File: src/rtl/rst_seq_ctrl.sv
// -----------------------------------------------------------------------------
// rst_seq_ctrl
//
// Power-on reset and strap sequencer. Synchronises the board reset, waits a
// hold period, latches the PLL straps, waits for PLL lock (with a timeout that
// falls back to bypass), then releases N_RST active-low reset domains one at a
// time, STAGGER cycles apart. In RUN it supports a software warm reset and
// re-sequences the non-always-on domains if PLL lock is lost.
//
// Ports:
//   sys_clk      in   sole clock
//   rst_n        in   asynchronous active-low reset (deassertion synchronised)
//   pll_cfg_in   in   PLL configuration strap pins (static during hold)
//   pll_mode_in  in   bypass strap, 1 = PLL bypass
//   pll_lock     in   PLL lock indicator, asynchronous
//   sw_rst_req   in   warm-reset request level, honoured only in RUN
//   pll_cfg      out  latched PLL configuration
//   pll_bypass   out  latched bypass strap, or forced bypass after a timeout
//   rst_out_n    out  per-domain active-low resets, domain 0 is always-on
//   seq_done     out  high while in RUN
//   lock_timeout out  sticky, set when the lock wait expired
// -----------------------------------------------------------------------------
module rst_seq_ctrl #(
  parameter int N_RST        = 4,
  parameter int SYNC_STAGES  = 2,
  parameter int HOLD_CYCLES  = 1024,
  parameter int SW_HOLD      = 16,
  parameter int STAGGER      = 16,
  parameter int LOCK_TIMEOUT = 65536,
  parameter int CFG_W        = 6,
  parameter int CNT_W        = 17
) (
  input  logic             sys_clk,
  input  logic             rst_n,
  input  logic [CFG_W-1:0] pll_cfg_in,
  input  logic             pll_mode_in,
  input  logic             pll_lock,
  input  logic             sw_rst_req,
  output logic [CFG_W-1:0] pll_cfg,
  output logic             pll_bypass,
  output logic [N_RST-1:0] rst_out_n,
  output logic             seq_done,
  output logic             lock_timeout
);

  localparam logic [2:0] ST_HOLD    = 3'd0;
  localparam logic [2:0] ST_LOCK    = 3'd1;
  localparam logic [2:0] ST_RELEASE = 3'd2;
  localparam logic [2:0] ST_RUN     = 3'd3;
  localparam logic [2:0] ST_WHOLD   = 3'd4;

  // Terminal counts: each phase counts up from 0 and leaves on its last value.
  localparam logic [CNT_W-1:0] HOLD_LAST  = CNT_W'(HOLD_CYCLES - 1);
  localparam logic [CNT_W-1:0] LOCK_LAST  = CNT_W'(LOCK_TIMEOUT - 1);
  localparam logic [CNT_W-1:0] WHOLD_LAST = CNT_W'(SW_HOLD - 1);
  localparam logic [CNT_W-1:0] STAG_LAST  = CNT_W'(STAGGER - 1);

  logic [SYNC_STAGES-1:0] rst_sync_q;
  logic [SYNC_STAGES-1:0] lock_sync_q;
  logic                   lock_prev;
  logic                   rst_sync;
  logic                   lock_sync;
  logic                   lock_up;
  logic                   lock_down;
  logic [2:0]             state;
  logic [CNT_W-1:0]       cnt;

  assign rst_sync  = rst_sync_q[SYNC_STAGES-1];
  assign lock_sync = lock_sync_q[SYNC_STAGES-1];
  // Lock is only trusted (or considered lost) after two agreeing cycles.
  assign lock_up   = lock_sync & lock_prev;
  assign lock_down = ~lock_sync & ~lock_prev;

  // Reset assertion clears the chain at once; deassertion walks through it.
  // NOTE: sequential state uses non-blocking assignments so every flop in a
  // chain samples its neighbour's pre-edge value.
  always_ff @(posedge sys_clk or negedge rst_n) begin
    if (!rst_n) begin
      rst_sync_q  <= '0;
      lock_sync_q <= '0;
      lock_prev   <= 1'b0;
    end else begin
      rst_sync_q  <= {rst_sync_q[SYNC_STAGES-2:0], 1'b1};
      lock_sync_q <= {lock_sync_q[SYNC_STAGES-2:0], pll_lock};
      lock_prev   <= lock_sync;
    end
  end

  // Sequencer. While the synchronised reset is still low every register
  // simply keeps the value rst_n forced, so no second reset branch is needed.
  always_ff @(posedge sys_clk or negedge rst_n) begin
    if (!rst_n) begin
      state        <= ST_HOLD;
      cnt          <= '0;
      pll_cfg      <= '0;
      pll_bypass   <= 1'b0;
      rst_out_n    <= '0;
      seq_done     <= 1'b0;
      lock_timeout <= 1'b0;
    end else if (rst_sync) begin
      case (state)
        ST_HOLD: begin
          if (cnt == HOLD_LAST) begin
            pll_cfg    <= pll_cfg_in;
            pll_bypass <= pll_mode_in;
            cnt        <= '0;
            state      <= ST_LOCK;
          end else begin
            cnt <= cnt + CNT_W'(1);
          end
        end

        ST_LOCK: begin
          if (pll_bypass || lock_up) begin
            cnt   <= '0;
            state <= ST_RELEASE;
          end else if (cnt == LOCK_LAST) begin
            // Give up on the PLL; bypass stays forced until the next rst_n.
            lock_timeout <= 1'b1;
            pll_bypass   <= 1'b1;
            cnt          <= '0;
            state        <= ST_RELEASE;
          end else begin
            cnt <= cnt + CNT_W'(1);
          end
        end

        ST_RELEASE: begin
          // Domains are released as a thermometer: shifting a 1 in from the
          // bottom keeps the order, and already-high bits (domain 0 after a
          // warm reset) are simply skipped.
          if (&rst_out_n) begin
            seq_done <= 1'b1;
            state    <= ST_RUN;
          end else if (cnt == '0) begin
            rst_out_n <= (rst_out_n << 1) | N_RST'(1);
            cnt       <= STAG_LAST;
          end else begin
            cnt <= cnt - CNT_W'(1);
          end
        end

        ST_RUN: begin
          // Lock loss wins over a simultaneous software request.
          if (!pll_bypass && lock_down) begin
            rst_out_n <= N_RST'(1);
            seq_done  <= 1'b0;
            cnt       <= '0;
            state     <= ST_LOCK;
          end else if (sw_rst_req) begin
            rst_out_n <= N_RST'(1);
            seq_done  <= 1'b0;
            cnt       <= '0;
            state     <= ST_WHOLD;
          end
        end

        ST_WHOLD: begin
          // WHOLD occupies exactly SW_HOLD cycles; straps are left untouched.
          if (cnt == WHOLD_LAST) begin
            cnt   <= '0;
            state <= ST_RELEASE;
          end else begin
            cnt <= cnt + CNT_W'(1);
          end
        end

        default: state <= ST_HOLD;
      endcase
    end
  end

endmodule

File: config.mk
export PLATFORM = sky130hd
export DESIGN_NAME = rst_seq_ctrl
export DESIGN_NICKNAME = d
export VERILOG_FILES = /design/src/rtl/rst_seq_ctrl.sv
export SDC_FILE = /design/constraint.sdc
export NUM_CORES = 1
export LEC_CHECK = 0
export ABC_AREA = 1
export BUFFER_PORTS_ARGS = -buffer_cell sky130_fd_sc_hd__clkbuf_2
export CAP_MARGIN = 20
export CORE_ASPECT_RATIO = 0.6
export CORE_UTILIZATION = 25
export DETAILED_ROUTE_END_ITERATION = 7
export GPL_TIMING_DRIVEN = 0
export PLACE_DENSITY_LB_ADDON = 0.15
export SYNTH_ARGS = -nofsm -noshare
export SYNTH_HDL_FRONTEND = slang
export SYNTH_SLANG_ARGS = --single-unit
File: constraint.sdc
create_clock -name sys_clk -period 2.74 [get_ports sys_clk]
set_input_delay 0.137 -clock sys_clk [delete_from_list [all_inputs] [get_ports sys_clk]]
set_output_delay 0.137 -clock sys_clk [all_outputs]
set_load 0.01 [all_outputs]
==> metrics, run 1 <==
pin count of the biggest net entering global routing 39; fin. max-slew vios 0; Post-Synthesis Cells 437; DRC Markers 0; Arr. time, crit path 2.62 ns; Die Span X 140 µm; Nets 485; flop-to-flop setup slack 0.30 ns; status finished clean; CTS root buffer clkbuf_16; hpwl dp 6.32 mm; worst r2r src cnt[1]; CTS Buffer Depth 2; Worst Path Max Fanout 7; Achievable Freq 0.410 GHz; Hold Crit Endpoint pll_cfg[4]; clk_skew 0.00923 ns; H-tree depth 2; gr usage total 0.150; vias per std cell 4.49; final hold violation count 0; sequential area share after synthesis 0.332; power after layout 3.58 mW; Pre-antenna DRT Iters 5; CTS tree built; initial drt markers 218; Post-Route WL 8.27 mm; FP Rows 29; crit path time final 2.44 ns; CP Launch Type flop; #FFs+latches synth 38; unrepaired setup endpoints after global routing false; M1 GR Usage 0.248; # clock sinks 38; Synth cell types 33; Crit Reg-Reg Endpoint state[0]; first-pass GRT wire length 13.7 mm; aggregate global routing overflow 0; worst-margin pin slew 0.526 ns; fin crit share 0.890; setup TNS 0 ns; final setup violation count 0; vias 2739; Worst Setup Path Type reg2reg; area of the die 11900 µm²; I/O Pins 24; Max Cap Viol 0; relative slew slack 0.648; post-route ant nets 0; antenna cells 0; HP Start pll_cfg_in[4]; power per cell area 1050 nW/µm²; Initial Util 0.264; drt wl/cell 13.6 µm; CTS Buf Count 5; most frequent cells in the layout 136 x nand2_1, 80 x nor2_1, 52 x inv_1; Die Y 84.9 µm; Required @ worst endpoint 2.92 ns; Post-Syn Area 2870 µm²; global placement routability congestion 0.896; GR Layer Usage met2 0.189; most used routing layer met1; commonest non-fill, non-tap cell in the layout nand2_1; VDD IR max 0.314 mV; Area Overhead vs Synth 18.8%; core area 10800 µm²; Port Buffers 23; Worst Hold Depth 3; number of global-route vias before repair 2573; CP endpoint kind flop; Skew-Pair Late Insertion Delay 0.29 ns; Synth warnings 0; antenna violations before repair 0; Hold Path Class in2reg; leakage power 1.73 nW; Post-Syn Nets 452; post-synthesis area per instance 6.56 µm²; met3 usage 0.0327; fraction of layout cells with a size suffix above 1 0.163; R2R cell count 13; clock slew seen by the registers of the worst setup and hold paths 0.06 ns
==> cell usage after synthesis, drive strengths merged <==
| library cell | count | area [µm²] |
|---|---|---|
| nand4 | 9 | 56.3 |
| conb | 1 | 3.75 |
| o22ai | 1 | 6.26 |
| xor2 | 12 | 105 |
| o21ai | 25 | 151 |
| nor3b | 1 | 12.5 |
| inv | 55 | 206 |
| nand3b | 2 | 18.8 |
| nand2 | 145 | 577 |
| nand3 | 29 | 173 |
| o31ai | 1 | 7.51 |
| a21boi | 1 | 7.51 |
| a21oi | 14 | 81.3 |
| nor2 | 88 | 365 |
| nor3 | 2 | 21.3 |
| clkbuf | 1 | 5.00 |
| buf | 8 | 67.6 |
| ha | 4 | 50.1 |
| dfrtp | 38 | 951 |
==> layout make-up <==
type	instances	area (µm²)
repair buffers	26	155
inverters	55	206
plain buffers	9	72.6
fillers	1186	7440
well taps	139	174
multi-input cells	335	1650
flip-flops and latches	38	951
clock buffers	6	139
clock inverters	2	60.1
==> flip-flops by register name, summed over array words and instances (netlist names) <==
name          count
lock_timeout      1
rst_out_n         4
pll_cfg           6
lock_sync_q       2
pll_bypass        1
state             3
lock_prev         1
cnt              17
rst_sync_q        2
seq_done          1
==> critical path, stage by stage (launching register included) <==
cell     delay (ns)
dfrtp_1        0.44
ha_1           0.21
nand2_2        0.13
nor2_4         0.21
nand3_1        0.17
nor3_2         0.25
ha_1           0.22
nor2_1         0.05
nand2_1        0.19
nand2_4        0.13
inv_2          0.11
nand3_2        0.08
nand2_1        0.07
nand2_1        0.05
==> power breakdown <==
group          total (mW)  internal [mW]  switching (mW)
Clock               0.799          0.547           0.252
Combinational        1.83          0.599            1.23
Sequential          0.954          0.734           0.220
Total                3.58           1.88            1.70
==> timing repair <==
item	4_1_cts	5_1_grt
endpoints found under the hold margin	1	7
buffers inserted	0	0
resized for setup	0	2
hold buffers	1	1
endpoints found under the setup margin	0	19
==> worst max-delay path by stage <==
stage,startpoint,to,depth (start not counted)
2_1_floorplan,cnt[1],state[2],13
3_3_place_gp,cnt[1],state[2],13
3_5_place_dp,cnt[1],state[0],13
4_1_cts,cnt[1],state[0],13
5_1_grt,cnt[1],cnt[15],13
6_report,cnt[1],state[0],13
==> metrics by stage <==
step	cell area, µm²	utilization	hold WS, ns	std cells	setup WS (ns)
after floorplan	2870	-	-0.159	437	0.713
after global placement	3160	0.291	0.246	599	0.139
after detailed placement	3160	0.291	0.247	599	0.110
after CTS	3360	0.310	0.0647	608	0.0903
after global routing	3400	0.314	0.0756	610	0.0738
final	3400	0.314	0.0732	610	0.302
==> routing by layer <==
layer	vias to the layer above	part of all wire
li1	1426	-
met1	1252	0.60
met2	59	0.35
met3	2	0.041
met4	0	0.0039
met5	-	0
==> kinds of logic (layout without fill, tap and decap cells) <==
kind of cell	count (synthesis)	count (layout)	synth area share
compound gates	42	42	0.0886
xor+xnor	12	12	0.0367
fa+ha+maj	4	4	0.0175
simple gates	276	276	0.427
other cells	1	1	0.00131
buf+inv	64	98	0.0973
flops	38	38	0.332
(Power assumes the default switching activity.)
==> run 2, diff against run 1 <==
--- a/config.mk
+++ b/config.mk
@@ -5,7 +5,6 @@
 export SDC_FILE = /design/constraint.sdc
 export NUM_CORES = 1
 export LEC_CHECK = 0
-export ABC_AREA = 1
 export BUFFER_PORTS_ARGS = -buffer_cell sky130_fd_sc_hd__clkbuf_2
 export CAP_MARGIN = 20
 export CORE_ASPECT_RATIO = 0.6
==> constraint.sdc (replaced) <==
create_clock -name sys_clk -period 2.6 [get_ports sys_clk]
set_input_delay 0.13 -clock sys_clk [delete_from_list [all_inputs] [get_ports sys_clk]]
set_output_delay 0.13 -clock sys_clk [all_outputs]
set_load 0.01 [all_outputs]
==> run 2 against run 1 <==
  * First-iteration DRC count decreased by 32%
  * Critical path type unchanged
  * Combinational power increased by 7%
  * Non-clock buffer count up 18
  * Hold slack gained 0.0029 ns
  * Clock power grew 2%
  * Critical endpoint is now cnt[11]
==> metrics, run 2 <==
Initial Util 0.260 (-0.00428); power after layout 3.78 mW (+5.6%); leakage power 1.28 nW (-26%); VDD IR max 0.375 mV (+19%); antenna violations before repair 0 (unchanged); Max Cap Viol 0 (unchanged); fin. max-slew vios 0 (unchanged); aggregate global routing overflow 0 (unchanged); Post-Route WL 7.29 mm (-12%); Die Y 78.1 µm (-8.0%); Nets 332 (-32%); crit path time final 2.52 ns (+0.0838 ns); post-synthesis area per instance 8.85 µm² (+35%); #FFs+latches synth 38 (unchanged); core area 9290 µm² (-14%); status finished clean; final setup violation count 0 (unchanged); unrepaired setup endpoints after global routing true; Port Buffers 23 (unchanged); CP Launch Type flop; H-tree depth 2 (unchanged); family with the most delay on the worst path simple AND/OR/NAND/NOR gates; post-route ant nets 0 (unchanged); post-synth top area share 0.394 (+0.0620); Hold Path Class in2reg; Synth area leader dfrtp_1; relative slew slack 0.609 (-0.0392); Achievable Freq 0.397 GHz (-3.3%); Pre-antenna DRT Iters 5 (unchanged); worst r2r src cnt[1]; Hold Crit Endpoint pll_cfg[2]; Post-Synthesis Cells 273 (-38%); first-pass GRT wire length 11.9 mm (-13%); final hold violation count 0 (unchanged); vias per std cell 5.17 (+15%); worst-path cell chain inv_1, ha_2, or3b_4, nor3_4, nand2_2, nand2_4, o21ai_1, a221o_1; pin count of the biggest net entering global routing 39 (unchanged); area of the die 10100 µm² (-15%); hpwl dp 5.25 mm (-17%); Bufs and invs on worst path 1 (unchanged); vias 2317 (-15%); leading registers by flop count cnt x17, pll_cfg x6, rst_out_n x4; EDFF count, synth 0 (unchanged); Crit Reg-Reg Endpoint cnt[11]; global placement routability congestion 0.827 (-7.7%); # clock sinks 38 (unchanged); async set-or-reset flop fraction in the synthesized netlist 1.00 (unchanged); Worst Setup Path Type reg2reg; commonest non-fill, non-tap cell in the layout dfrtp_1; final core utilization 0.337 (+0.0232); flop-to-flop setup slack 0.08 ns (-0.22 ns); CTS Buf Count 5 (unchanged); Post-Place Cells 426 (-29%); worst-margin pin slew 0.582 ns (+0.0559 ns); Required @ worst endpoint 2.77 ns (-0.15 ns); multi-input logic area 1440 µm² (-12%); CTS Buffer Depth 2 (unchanged); Synth Flop Type dfrtp_1; clk_skew 0.00914 ns (-0.0000901 ns); storage element area 953 µm² (+0.26%); I/O Pins 24 (unchanged); Worst Path Max Fanout 7 (unchanged); clock slew seen by the registers of the worst setup and hold paths 0.07 ns (about the same); Arr. time, crit path 2.69 ns (+0.07 ns); Synth warnings 0 (unchanged); antenna cells 0 (unchanged); fraction of layout cells with a size suffix above 1 0.299 (+0.135); Largest Register cnt; largest cells by area after synthesis dfrtp_1 39%, o21ai_0 4.6%, nand2_1 3.9%, nand3_1 3.3%, mux2_2 3.3%; crit-path max cell delay 0.44 ns (about the same); gr usage total 0.156 (+0.00583); power per cell area 1210 nW/µm² (+15%); CTS tree built; HP Start pll_cfg_in[2]; number of global-route vias before repair 2132 (-17%); drt wl/cell 16.3 µm (+20%); sequential area share after synthesis 0.394 (+0.0620); CTS root buffer clkbuf_16; FP Rows 27 (-6.9%); Synth cell types 59 (+79%); Post-Syn Area 2410 µm² (-16%); max FFs per register 17 (unchanged); initial drt markers 148 (-32%); Area Overhead vs Synth 29.6%; Die Span X 129 µm (-8.1%); fin crit share 0.970 (+0.0801); top-count cell post-synth dfrtp_1; Skew-Pair Late Insertion Delay 0.29 ns (about the same); slowest stage cell, crit path dfrtp_2; Post-Syn Nets 288 (-36%); Worst Hold Depth 2 (-1); CP endpoint kind flop; most common library cells after synthesis 38 x dfrtp_1, 25 x nand2_1, 22 x o21ai_0, 19 x nor2_1, 16 x nand3_1; Final Non-Filler Cells 448 (-27%); filler instances 968 (-18%); DRC Markers 0 (unchanged); R2R cell count 8 (-5); most frequent cells in the layout 36 x dfrtp_1, 25 x clkbuf_2, 23 x nand2_1
-- run 2: cell types whose count changed in the layout (fill, tap and decap cells not counted), moves of 7 or more --
cell and change:
buf_4 +12, nor3_1 +9, o21ai_2 -7, nand2_1 -113, xor2_1 -11, nor2_1 -62
mux2_2 +7, nand3_1 -10, o21ai_0 +9, inv_1 -40, a31oi_1 +7
-- run 2: through the flow --
stage | hold slack [ns] | area, µm² | setup TNS (ns) | setup WS, ns
final | 0.0761 | 3130 | 0 | 0.0786
after global routing | 0.0812 | 3130 | -0.162 | -0.0496
after CTS | 0.0526 | 2990 | 0 | 0.00866
after global placement | 0.243 | 2700 | -6.46 | -0.515
after detailed placement | 0.248 | 2700 | -5.95 | -0.473
after floorplan | -0.166 | 2420 | 0 | 0.0655
-- run 2: report_power, final --
group	switching (mW)	internal (mW)
sequential	0.223	0.798
clock	0.264	0.552
combinational	1.18	0.771
total	1.66	2.12
-- run 2: logic make-up after synthesis --
logic type,share of synthesized area
other,0.00155
AND/OR/NAND/NOR,0.246
AO/OA/AOI/OAI,0.231
multiplexers,0.0492
buffers and inverters,0.0549
XOR/XNOR,0.00363
adder cells (fa/ha/maj),0.0207
flip-flops,0.394
-- run 2: cell type report --
class                   instances  area share
multi-input cells             207       0.461
flip-flops and latches         38       0.305
repair buffers                 38      0.0783
well taps                     130      0.0520
clock buffers                   5      0.0400
plain buffers                  15      0.0276
clock inverters                 3      0.0220
inverters                      12      0.0144
-- run 2: worst max path at each step --
| stage | start | end | cells after the start |
|---|---|---|---|
| after floorplan | cnt[0] | state[0] | 11 |
| after global placement | cnt[0] | state[0] | 11 |
| after detailed placement | cnt[0] | state[0] | 11 |
| after CTS | cnt[0] | state[0] | 11 |
| after global routing | cnt[0] | state[0] | 11 |
| final | cnt[1] | cnt[11] | 8 |
-- run 2: timing repair --
item	in CTS	in global routing
endpoints found under the hold margin	1	12
cloned	0	0
pin swaps	4	6
hold buffers	1	1
endpoints found under the setup margin	31	28
resized for setup	14	12
buffers inserted	3	9
-- run 2: per-layer routing --
metal	up-vias	GRT usage	routed length [µm]
met4	0	0.0294	25
met1	1129	0.252	4080
met2	70	0.198	2740
met5	-	0	0
met3	4	0.0395	442
li1	1114	-	-
